`src/rtl/clock_adjust_ctrl_if.sv`:
```
// +--------------------------------------------------------------------------+
// | clock_adjust_ctrl_if : key inputs and field control outputs of the       |
// | time-set controller.                                Rev 1.0              |
// +--------------------------------------------------------------------------+
`default_nettype none

interface clock_adjust_ctrl_if #(
  parameter int NFIELD = 3
);
  localparam int FW = (NFIELD > 1) ? $clog2(NFIELD) : 1;

  logic              tick;
  logic              sig2hz;
  logic              mode;
  logic              select;
  logic              adjust;
  logic [NFIELD-1:0] inc;
  logic [NFIELD-1:0] clr;
  logic [NFIELD-1:0] on;
  logic              adjmode;
  logic [FW-1:0]     field;

  modport master (
    output tick, sig2hz, mode, select, adjust,
    input  inc, clr, on, adjmode, field
  );

  modport slave (
    input  tick, sig2hz, mode, select, adjust,
    output inc, clr, on, adjmode, field
  );
endinterface

`default_nettype wire

```
`src/rtl/clock_adjust_ctrl.sv`:
```
// +--------------------------------------------------------------------------+
// | clock_adjust_ctrl : N-field time-set controller with auto-repeat and     |
// | inactivity timeout.                                 Rev 1.0              |
// +--------------------------------------------------------------------------+
`default_nettype none

module clock_adjust_ctrl #(
  parameter int                NFIELD   = 3,
  parameter int                ENTRY    = 0,
  parameter logic [NFIELD-1:0] CLRMASK  = NFIELD'(1),
  parameter int                REP_DLY  = 8,
  parameter int                REP_RATE = 2,
  parameter int                TIMEOUT  = 64
) (
  input wire logic           clk,
  input wire logic           rst,
  clock_adjust_ctrl_if.slave bus
);

  localparam int FW      = (NFIELD > 1) ? $clog2(NFIELD) : 1;
  localparam int REP_MAX = (REP_DLY > REP_RATE) ? REP_DLY : REP_RATE;
  localparam int RW      = (REP_MAX > 0) ? $clog2(REP_MAX + 1) : 1;
  localparam int TW      = (TIMEOUT > 0) ? $clog2(TIMEOUT + 1) : 1;

  localparam logic [FW-1:0] ENTRY_SEL = FW'(ENTRY);
  localparam logic [FW-1:0] LAST_SEL  = FW'(NFIELD - 1);
  localparam logic [RW-1:0] DLY_LIM   = RW'(REP_DLY);
  localparam logic [RW-1:0] RATE_LIM  = RW'(REP_RATE);
  localparam logic [TW-1:0] TMO_LIM   = TW'(TIMEOUT);

  typedef enum logic [0:0] {
    NORM = 1'b0,
    ADJ  = 1'b1
  } state_t;

  state_t            state, state_nx;
  logic [FW-1:0]     sel, sel_nx;
  logic              adj_prev;
  logic              armed, armed_nx;
  logic              phase, phase_nx;
  logic [RW-1:0]     rep_cnt, rep_cnt_nx;
  logic [TW-1:0]     tmo_cnt, tmo_cnt_nx;
  logic [NFIELD-1:0] inc_q, inc_nx;
  logic [NFIELD-1:0] clr_q, clr_nx;

  logic [NFIELD-1:0] sel_oh;
  logic              sel_is_clr;
  logic              adj_rise;
  logic [RW-1:0]     rep_lim;

  always_comb begin
    sel_oh = '0;
    for (int i = 0; i < NFIELD; i++) begin
      sel_oh[i] = (sel == FW'(i));
    end
    sel_is_clr = |(sel_oh & CLRMASK);
    adj_rise   = bus.adjust & ~adj_prev;
    // phase=0 waits for the initial hold delay, phase=1 for the repeat rate
    rep_lim    = phase ? RATE_LIM : DLY_LIM;
  end

  always_ff @(posedge clk) begin
    if (rst) begin
      state    <= NORM;
      sel      <= ENTRY_SEL;
      adj_prev <= 1'b0;
      armed    <= 1'b0;
      phase    <= 1'b0;
      rep_cnt  <= '0;
      tmo_cnt  <= '0;
      inc_q    <= '0;
      clr_q    <= '0;
    end else begin
      state    <= state_nx;
      sel      <= sel_nx;
      adj_prev <= bus.adjust;
      armed    <= armed_nx;
      phase    <= phase_nx;
      rep_cnt  <= rep_cnt_nx;
      tmo_cnt  <= tmo_cnt_nx;
      inc_q    <= inc_nx;
      clr_q    <= clr_nx;
    end
  end

  always_comb begin
    state_nx   = state;
    sel_nx     = sel;
    armed_nx   = armed;
    phase_nx   = phase;
    rep_cnt_nx = rep_cnt;
    tmo_cnt_nx = tmo_cnt;
    inc_nx     = '0;
    clr_nx     = '0;

    case (state)
      NORM: begin
        armed_nx   = 1'b0;
        phase_nx   = 1'b0;
        rep_cnt_nx = '0;
        tmo_cnt_nx = '0;
        if (bus.mode) begin
          state_nx = ADJ;
          sel_nx   = ENTRY_SEL;
        end
      end

      ADJ: begin
        if (bus.mode) begin
          state_nx   = NORM;
          armed_nx   = 1'b0;
          phase_nx   = 1'b0;
          rep_cnt_nx = '0;
        end else if (bus.select) begin
          sel_nx     = (sel == '0) ? LAST_SEL : sel - 1'b1;
          armed_nx   = 1'b0;
          phase_nx   = 1'b0;
          rep_cnt_nx = '0;
        end else if (adj_rise) begin
          if (sel_is_clr) clr_nx = sel_oh;
          else            inc_nx = sel_oh;
          armed_nx   = 1'b1;
          phase_nx   = 1'b0;
          rep_cnt_nx = '0;
        end else if (!bus.adjust) begin
          armed_nx   = 1'b0;
          phase_nx   = 1'b0;
          rep_cnt_nx = '0;
        end else if (armed && !sel_is_clr && bus.tick) begin
          if (rep_cnt + 1'b1 == rep_lim) begin
            inc_nx     = sel_oh;
            phase_nx   = 1'b1;
            rep_cnt_nx = '0;
          end else begin
            rep_cnt_nx = rep_cnt + 1'b1;
          end
        end

        // Any key activity restarts the inactivity window, even on a TICK cycle
        if (TIMEOUT == 0 || bus.mode || bus.select || bus.adjust) begin
          tmo_cnt_nx = '0;
        end else if (bus.tick) begin
          if (tmo_cnt + 1'b1 == TMO_LIM) begin
            state_nx   = NORM;
            tmo_cnt_nx = '0;
          end else begin
            tmo_cnt_nx = tmo_cnt + 1'b1;
          end
        end
      end

      default: state_nx = NORM;
    endcase
  end

  assign bus.inc     = inc_q;
  assign bus.clr     = clr_q;
  assign bus.adjmode = (state == ADJ);
  assign bus.field   = sel;

  generate
    for (genvar i = 0; i < NFIELD; i++) begin : g_on
      assign bus.on[i] = ~((state == ADJ) & (sel == FW'(i)) & bus.sig2hz & ~bus.adjust);
    end
  endgenerate

endmodule

`default_nettype wire

```
`src/flat_wrapper.sv`:
```
// flat-port wrapper written by rule: the top's interface ports become plain ports
module clock_adjust_ctrl_flat 
#(
  parameter int                NFIELD   = 3,
  parameter int                ENTRY    = 0,
  parameter logic [NFIELD-1:0] CLRMASK  = NFIELD'(1),
  parameter int                REP_DLY  = 8,
  parameter int                REP_RATE = 2,
  parameter int                TIMEOUT  = 64
)
  (clk, rst, bus_tick, bus_sig2hz, bus_mode, bus_select, bus_adjust, bus_inc, bus_clr, bus_on, bus_adjmode, bus_field);
  clock_adjust_ctrl_if #(.NFIELD(NFIELD)) bus_i ();
  input wire logic clk;
  input wire logic rst;
  input wire logic [$bits(bus_i.tick)-1:0] bus_tick;
  input wire logic [$bits(bus_i.sig2hz)-1:0] bus_sig2hz;
  input wire logic [$bits(bus_i.mode)-1:0] bus_mode;
  input wire logic [$bits(bus_i.select)-1:0] bus_select;
  input wire logic [$bits(bus_i.adjust)-1:0] bus_adjust;
  output wire logic [$bits(bus_i.inc)-1:0] bus_inc;
  output wire logic [$bits(bus_i.clr)-1:0] bus_clr;
  output wire logic [$bits(bus_i.on)-1:0] bus_on;
  output wire logic [$bits(bus_i.adjmode)-1:0] bus_adjmode;
  output wire logic [$bits(bus_i.field)-1:0] bus_field;
  assign bus_i.tick = bus_tick;
  assign bus_i.sig2hz = bus_sig2hz;
  assign bus_i.mode = bus_mode;
  assign bus_i.select = bus_select;
  assign bus_i.adjust = bus_adjust;
  assign bus_inc = bus_i.inc;
  assign bus_clr = bus_i.clr;
  assign bus_on = bus_i.on;
  assign bus_adjmode = bus_i.adjmode;
  assign bus_field = bus_i.field;
  clock_adjust_ctrl #(.NFIELD(NFIELD), .ENTRY(ENTRY), .CLRMASK(CLRMASK), .REP_DLY(REP_DLY), .REP_RATE(REP_RATE), .TIMEOUT(TIMEOUT)) u_core (.clk(clk), .rst(rst), .bus(bus_i));
endmodule
```
`config.mk`:
```
export PLATFORM = sky130hd
export DESIGN_NAME = clock_adjust_ctrl_flat
export DESIGN_NICKNAME = d
export VERILOG_FILES = /design/src/rtl/clock_adjust_ctrl_if.sv /design/src/rtl/clock_adjust_ctrl.sv /design/src/flat_wrapper.sv
export SDC_FILE = /design/constraint.sdc
export NUM_CORES = 1
export LEC_CHECK = 0
export CAP_MARGIN = 10
export CORE_ASPECT_RATIO = 0.75
export CORE_MARGIN = 2
export CORE_UTILIZATION = 31
export CTS_CLUSTER_DIAMETER = 200
export CTS_CLUSTER_SIZE = 12
export DETAILED_ROUTE_END_ITERATION = 10
export SLEW_MARGIN = 10
export SYNTH_ARGS = -nofsm -noshare
export SYNTH_HDL_FRONTEND = slang
export SYNTH_SLANG_ARGS = --single-unit
export TNS_END_PERCENT = 5
```
`constraint.sdc`:
```
create_clock -name clk -period 1.77 [get_ports clk]
set_input_delay 0.2655 -clock clk [delete_from_list [all_inputs] [get_ports clk]]
set_output_delay 0.2655 -clock clk [all_outputs]
set_load 0.05 [all_outputs]
```
=== Word-level counts from Yosys, hierarchy flattened ===
Cells that the tools add are included.

* Order comparisons: 0
* Eq/ne operators: 11
* Div/mod/pow operators: 0
* Bitwise gates (word level): 18
* Shifts and indexed selects: 0
* Multiplexer cells: 41
* Reductions and logical operators: 11
* $add $sub $neg: 3
* Multipliers: 0

{| class="wikitable"
|+ Operators by type and width
! cell !! count
|-
| 4-bit two-way mux || 7
|-
| 7-bit two-way mux || 3
|-
| 1-bit two-way mux || 16
|-
| 3-bit two-way mux || 5
|-
| 7-bit one-hot mux with 2 select lines || 1
|-
| 6-bit inequality test, second input constant || 2
|-
| 1-bit AND || 10
|-
| 2-bit two-way mux || 4
|-
| 1-bit inverter || 8
|-
| 4-bit one-hot mux with 2 select lines || 1
|-
| 7-bit by 1-bit adder with 7-bit output, second input constant || 1
|-
| 7-bit == test, second input constant || 1
|-
| 2-bit inequality test, second input constant || 3
|-
| 1-bit one-hot mux with 2 select lines || 3
|-
| 6-bit OR reduction || 1
|-
| 5-bit inequality test, second input constant || 1
|-
| 5-bit OR reduction || 1
|-
| 4-bit by 1-bit adder with 4-bit output, second input constant || 1
|-
| 4-bit == test || 1
|-
| 2-bit one-hot mux with 2 select lines || 1
|-
| 4-bit OR reduction || 1
|-
| 3-bit inequality test, second input constant || 1
|-
| 3-bit AND reduction || 1
|-
| 2-bit by 1-bit == test with 1-bit output, second input constant || 1
|-
| other kinds (7) || 9
|}

* Register bits: 23
* Output and inout port bits: 12
* Memory bits (writable): 0
* Input bits: 7
* Bits in latches: 0
* Memories: 0
* Word-level logic and storage cells: 94
* ROM bits: 0

=== Logic depth before layout (Yosys ltp) ===
* Depth after elaboration: 10
* Gate-level depth with buffers: 6
* Depth with buffers taken out: 6

=== Worst setup path before layout ===
Ideal clock, no wire load.

* Path type: register -> register
* From: register u_core.sel[0] (netlist: u_core.bus.field[0])
* To: register u_core.rep_cnt[3]
* Data required time: 1.695 ns
* Path slack: -0.134 ns
* Path buffers: 0
* Stages on the path, launching flop included: 6
* Period minus slack after synthesis: 1.904 ns
* Data arrival time: 1.829 ns
* Library setup time: 0.075 ns
* Path through: dfxtp_1 inv_1 ha_1 or2_1 or3_1 a21oi_1

* Cells in the longest elaborated chain, start to end: 5

{| class="wikitable"
|+ Ends and longest elaborated chain
! item !! RTL line !! source
|-
| from (decl) || clock_adjust_ctrl.sv:37 || <nowiki>logic [FW-1:0] sel, sel_nx;</nowiki>
|-
| from (signal assigned) || clock_adjust_ctrl.sv:75 || <nowiki>sel <= sel_nx;</nowiki>
|-
| 2-bit zero test || clock_adjust_ctrl.sv:54 || <nowiki>sel_oh[i] = (sel == FW'(i));</nowiki>
|-
| via u_core.sel_is_clr || clock_adjust_ctrl.sv:47 || <nowiki>logic sel_is_clr;</nowiki>
|-
| 1-bit zero test || clock_adjust_ctrl.sv:129 || <nowiki>end else if (armed && !sel_is_clr && bus.tick) begin</nowiki>
|-
| 1-bit logical AND (2 in series) || clock_adjust_ctrl.sv:129 ||
|-
| 6-bit inequality test (no source line) || n/a ||
|-
| to (signal assigned) || clock_adjust_ctrl.sv:79 || <nowiki>rep_cnt <= rep_cnt_nx;</nowiki>
|-
| to (decl) || clock_adjust_ctrl.sv:41 || <nowiki>logic [RW-1:0] rep_cnt, rep_cnt_nx;</nowiki>
|}

The timed path passes the listed nets, and every way through them passes these cells.
A chain may end at the register's enable or synchronous reset.

=== Worst setup path after layout ===
* From: register u_core.clr_q[1] (netlist: u_core.bus.clr[1])
* To: output port bus_clr[1]

{| class="wikitable"
|+ RTL lines
! item !! RTL line !! source
|-
| from (decl) || clock_adjust_ctrl.sv:44 || <nowiki>logic [NFIELD-1:0] clr_q, clr_nx;</nowiki>
|-
| from (signal assigned) || clock_adjust_ctrl.sv:82 || <nowiki>clr_q <= clr_nx;</nowiki>
|-
| to (decl) || flat_wrapper.sv:21 || <nowiki>output wire logic [$bits(bus_i.clr)-1:0] bus_clr;</nowiki>
|}

No word-level cell between the ends.

==> results.py <==
metrics = {
    "yosys": {
        "syn_area_um2": 1110,
        "ys_seq_area_share_pct": 41.3,
        "avgSynthCellArea_um2": 8.38,
        "ys_types": 34,
        "syn_inst": 133,
        "syn-num-nets": 146,
        "ys_seq_elements": 23,
        "yosys_warnings": 0,
    },
    "clock_tree": {
        "cts_sinks": 23,
        "cts_setup_buffers": 0,
        "holdBufCountCts": 0,
        "cts_max_level": 1,
        "cts_max_path_buffers": 2,
        "clock_tree.root_cell": "clkbuf_8",
        "cts_buffers": 3,
        "insertion_delay_ps": 270,
        "cts_tree": "yes",
        "cts_resized": 0,
        "clk_pin_slew_ps": 80,
    },
    "drt": {
        "wl_met3_um": 92,
        "wl_met2_mm": 1.01,
        "vias_per_cell": 4.88,
        "drtPass1Iterations": 4,
        "detail_route.iter0.violations": 45,
        "antenna_left": 0,
        "vias": 972,
        "wire_per_inst_um": 11.7,
        "finalWirelength_mm": 2.32,
        "wl_met1_mm": 1.20,
        "top_layer_used": "met4",
        "drc": 0,
    },
    "floorplan": {
        "die_w_um": 73.2,
        "io_pins": 19,
        "die_h_um": 55.9,
        "rows": 18,
        "core_um2": 3360,
        "start_util_pct": 33.2,
        "dieArea_um2": 4100,
    },
    "sta": {
        "post-route-period-util_pct": 93.3,
        "fin_crit_ps": 1650,
        "fin_ws_ps": 119,
        "fmax_mhz": 606,
        "rsz0062_at_grt": "no",
        "max_slew.worst_pin.slew_ps": 500,
        "hold_violations": 0,
        "finalSetupViolCount": 0,
        "drv_slew": 0,
        "tns_ps": 0,
        "relSlewSlack_pct": 66.6,
        "finClkSkew_ps": 4.57,
    },
    "worst_setup_path": {
        "slowest_delay_ps": 800,
        "worstPathArrival_ps": 1390,
        "path_cells": "clkdlybuf4s50_1",
        "rrSetupSlack_ps": 200,
        "crit_path_end_kind": "output pin",
        "start_kind": "flip-flop",
        "path_buf_inv": 1,
        "critical_path_class": "reg2out",
        "worstPathMaxFanout": 1,
        "critPathSlowestCell": "clkdlybuf4s50_1",
        "critPathTopFamily": "buffers and inverters",
        "crit_required_ps": 1500,
    },
    "placed_design": {
        "gp_congestion": 0.816,
        "hpwlAfterDp_mm": 1.88,
        "io_buffers": 18,
        "place_area_um2": 1400,
        "dp_slack_ps": 9.61,
    },
    "global_route": {
        "grt_max_degree": 14,
        "grt_pass1_vias": 861,
        "track_usage_pct": 12.0,
        "antenna_found_initial": 0,
        "grt_pass1_wl_mm": 3.91,
        "overflow": 0,
    },
    "final_layout": {
        "syn_to_final_growth_pct": 29.7,
        "nets": 173,
        "final_area_um2": 1450,
        "final_common_cell": "dfxtp_1",
        "seq_area_um2": 463,
        "n_fill_cell": 317,
        "post_route_cells_drive_above_1_share_pct": 13.2,
        "final_util_pct": 43.1,
        "multi_input_area_um2": 617,
        "layout_common_cells": "dfxtp_1 (21), nor2_1 (19), nand2_1 (16)",
        "num_antenna_cells": 0,
    },
    "power_and_ir_drop": {
        "fin_total_pwr_w": 0.000930,
        "p_leak_nw": 0.541,
        "powerDensity_nw_per_um2": 643,
        "vdd_drop_max_uv": 232,
    },
    "run": {
        "max_cap_viol_count": 0,
    },
    "status": {
        "status": "finished clean",
    },
    "min_path": {
        "hp-class": "reg2reg",
    },
}
==> cells by family after synthesis <==
kind of cell	synth area share [%]
buffers and inverters	3.37
xor gates and xnor gates	6.28
other	0.336
and+or+nand+nor	30.5
adders and majority gates	6.73
DFF	41.3
AOI/OAI and AO/OA	10.5
muxes	0.898
==> report_power, final <==
| part | switching [W] | total, W | leakage [nW] | internal (W) |
|---|---|---|---|---|
| logic | 0.0000412 | 0.0000753 | 0.328 | 0.0000341 |
| clock network | 0.000169 | 0.000326 | 0.0255 | 0.000157 |
| registers | 0.00000693 | 0.000529 | 0.187 | 0.000522 |
| total | 0.000217 | 0.000930 | 0.541 | 0.000714 |
==> layer usage <==
metal	GRT usage, %	vias to the layer above
met3	3.62	5
met5	0	-
li1	-	503
met4	3.17	0
met1	17.2	448
met2	17.2	16
==> cells in the mapped netlist <==
library cell	count	area share (%)
and3_1	2	1.1
a31oi_1	1	0.56
nor4_1	3	1.7
dfxtp_1	23	41
nand2b_1	4	2.2
nand4_1	6	3.4
and2_1	3	1.7
nand3_1	5	2.2
xor2_1	4	3.1
a211o_2	1	0.90
a22oi_1	2	1.3
nand3b_1	1	0.67
or2_1	1	0.56
nor2_1	19	6.4
nand4_2	1	1.1
a32oi_1	1	0.79
o211a_1	1	0.90
a21oi_1	7	3.1
mux2i_1	1	0.90
xnor2_1	4	3.1
o21ai_0	2	0.90
conb_1	1	0.34
nor3b_1	1	0.67
ha_1	6	6.7
nor3_1	2	0.90
nor2b_1	1	0.56
inv_1	8	2.7
or3_1	1	0.56
nand2_1	16	5.4
o2111ai_2	1	1.3
o21bai_1	1	0.67
clkbuf_4	1	0.67
or2_2	1	0.56
and3b_1	1	0.79
==> per-stage QoR <==
stage / hold WS (ps) / std cells
final: 470 / 199
after global routing: 486 / 199
after CTS: 475 / 199
after detailed placement: 459 / 195
after global placement: 440 / 195
after floorplan: 330 / 133
==> flip-flops by register name (all words and copies together) (netlist names), 2 cells and up <==
name,count
u_core.bus.field,2
u_core.rep_cnt,4
u_core.bus.clr,3
u_core.tmo_cnt,7
u_core.bus.inc,3
==> final timing paths <==
path	from	endpoint	depth (start not counted)
worst min-delay path	u_core.rep_cnt[3]	u_core.rep_cnt[3]	2
worst max-delay path	u_core.bus.clr[1]	bus_clr[1]	1
worst max register to register	u_core.bus.field[0]	u_core.rep_cnt[3]	5
worst min register to register	u_core.rep_cnt[3]	u_core.rep_cnt[3]	2
==> layout make-up <==
class                   instances  area share, %
multi-input cells             101           42.6
flip-flops and latches         23           32.0
repair buffers                 23           16.6
well taps                      40           3.46
clock buffers                   3           2.85
inverters                       8           2.08
clock inverters                 1          0.346
Note: power is estimated with default switching activity, not from simulation.
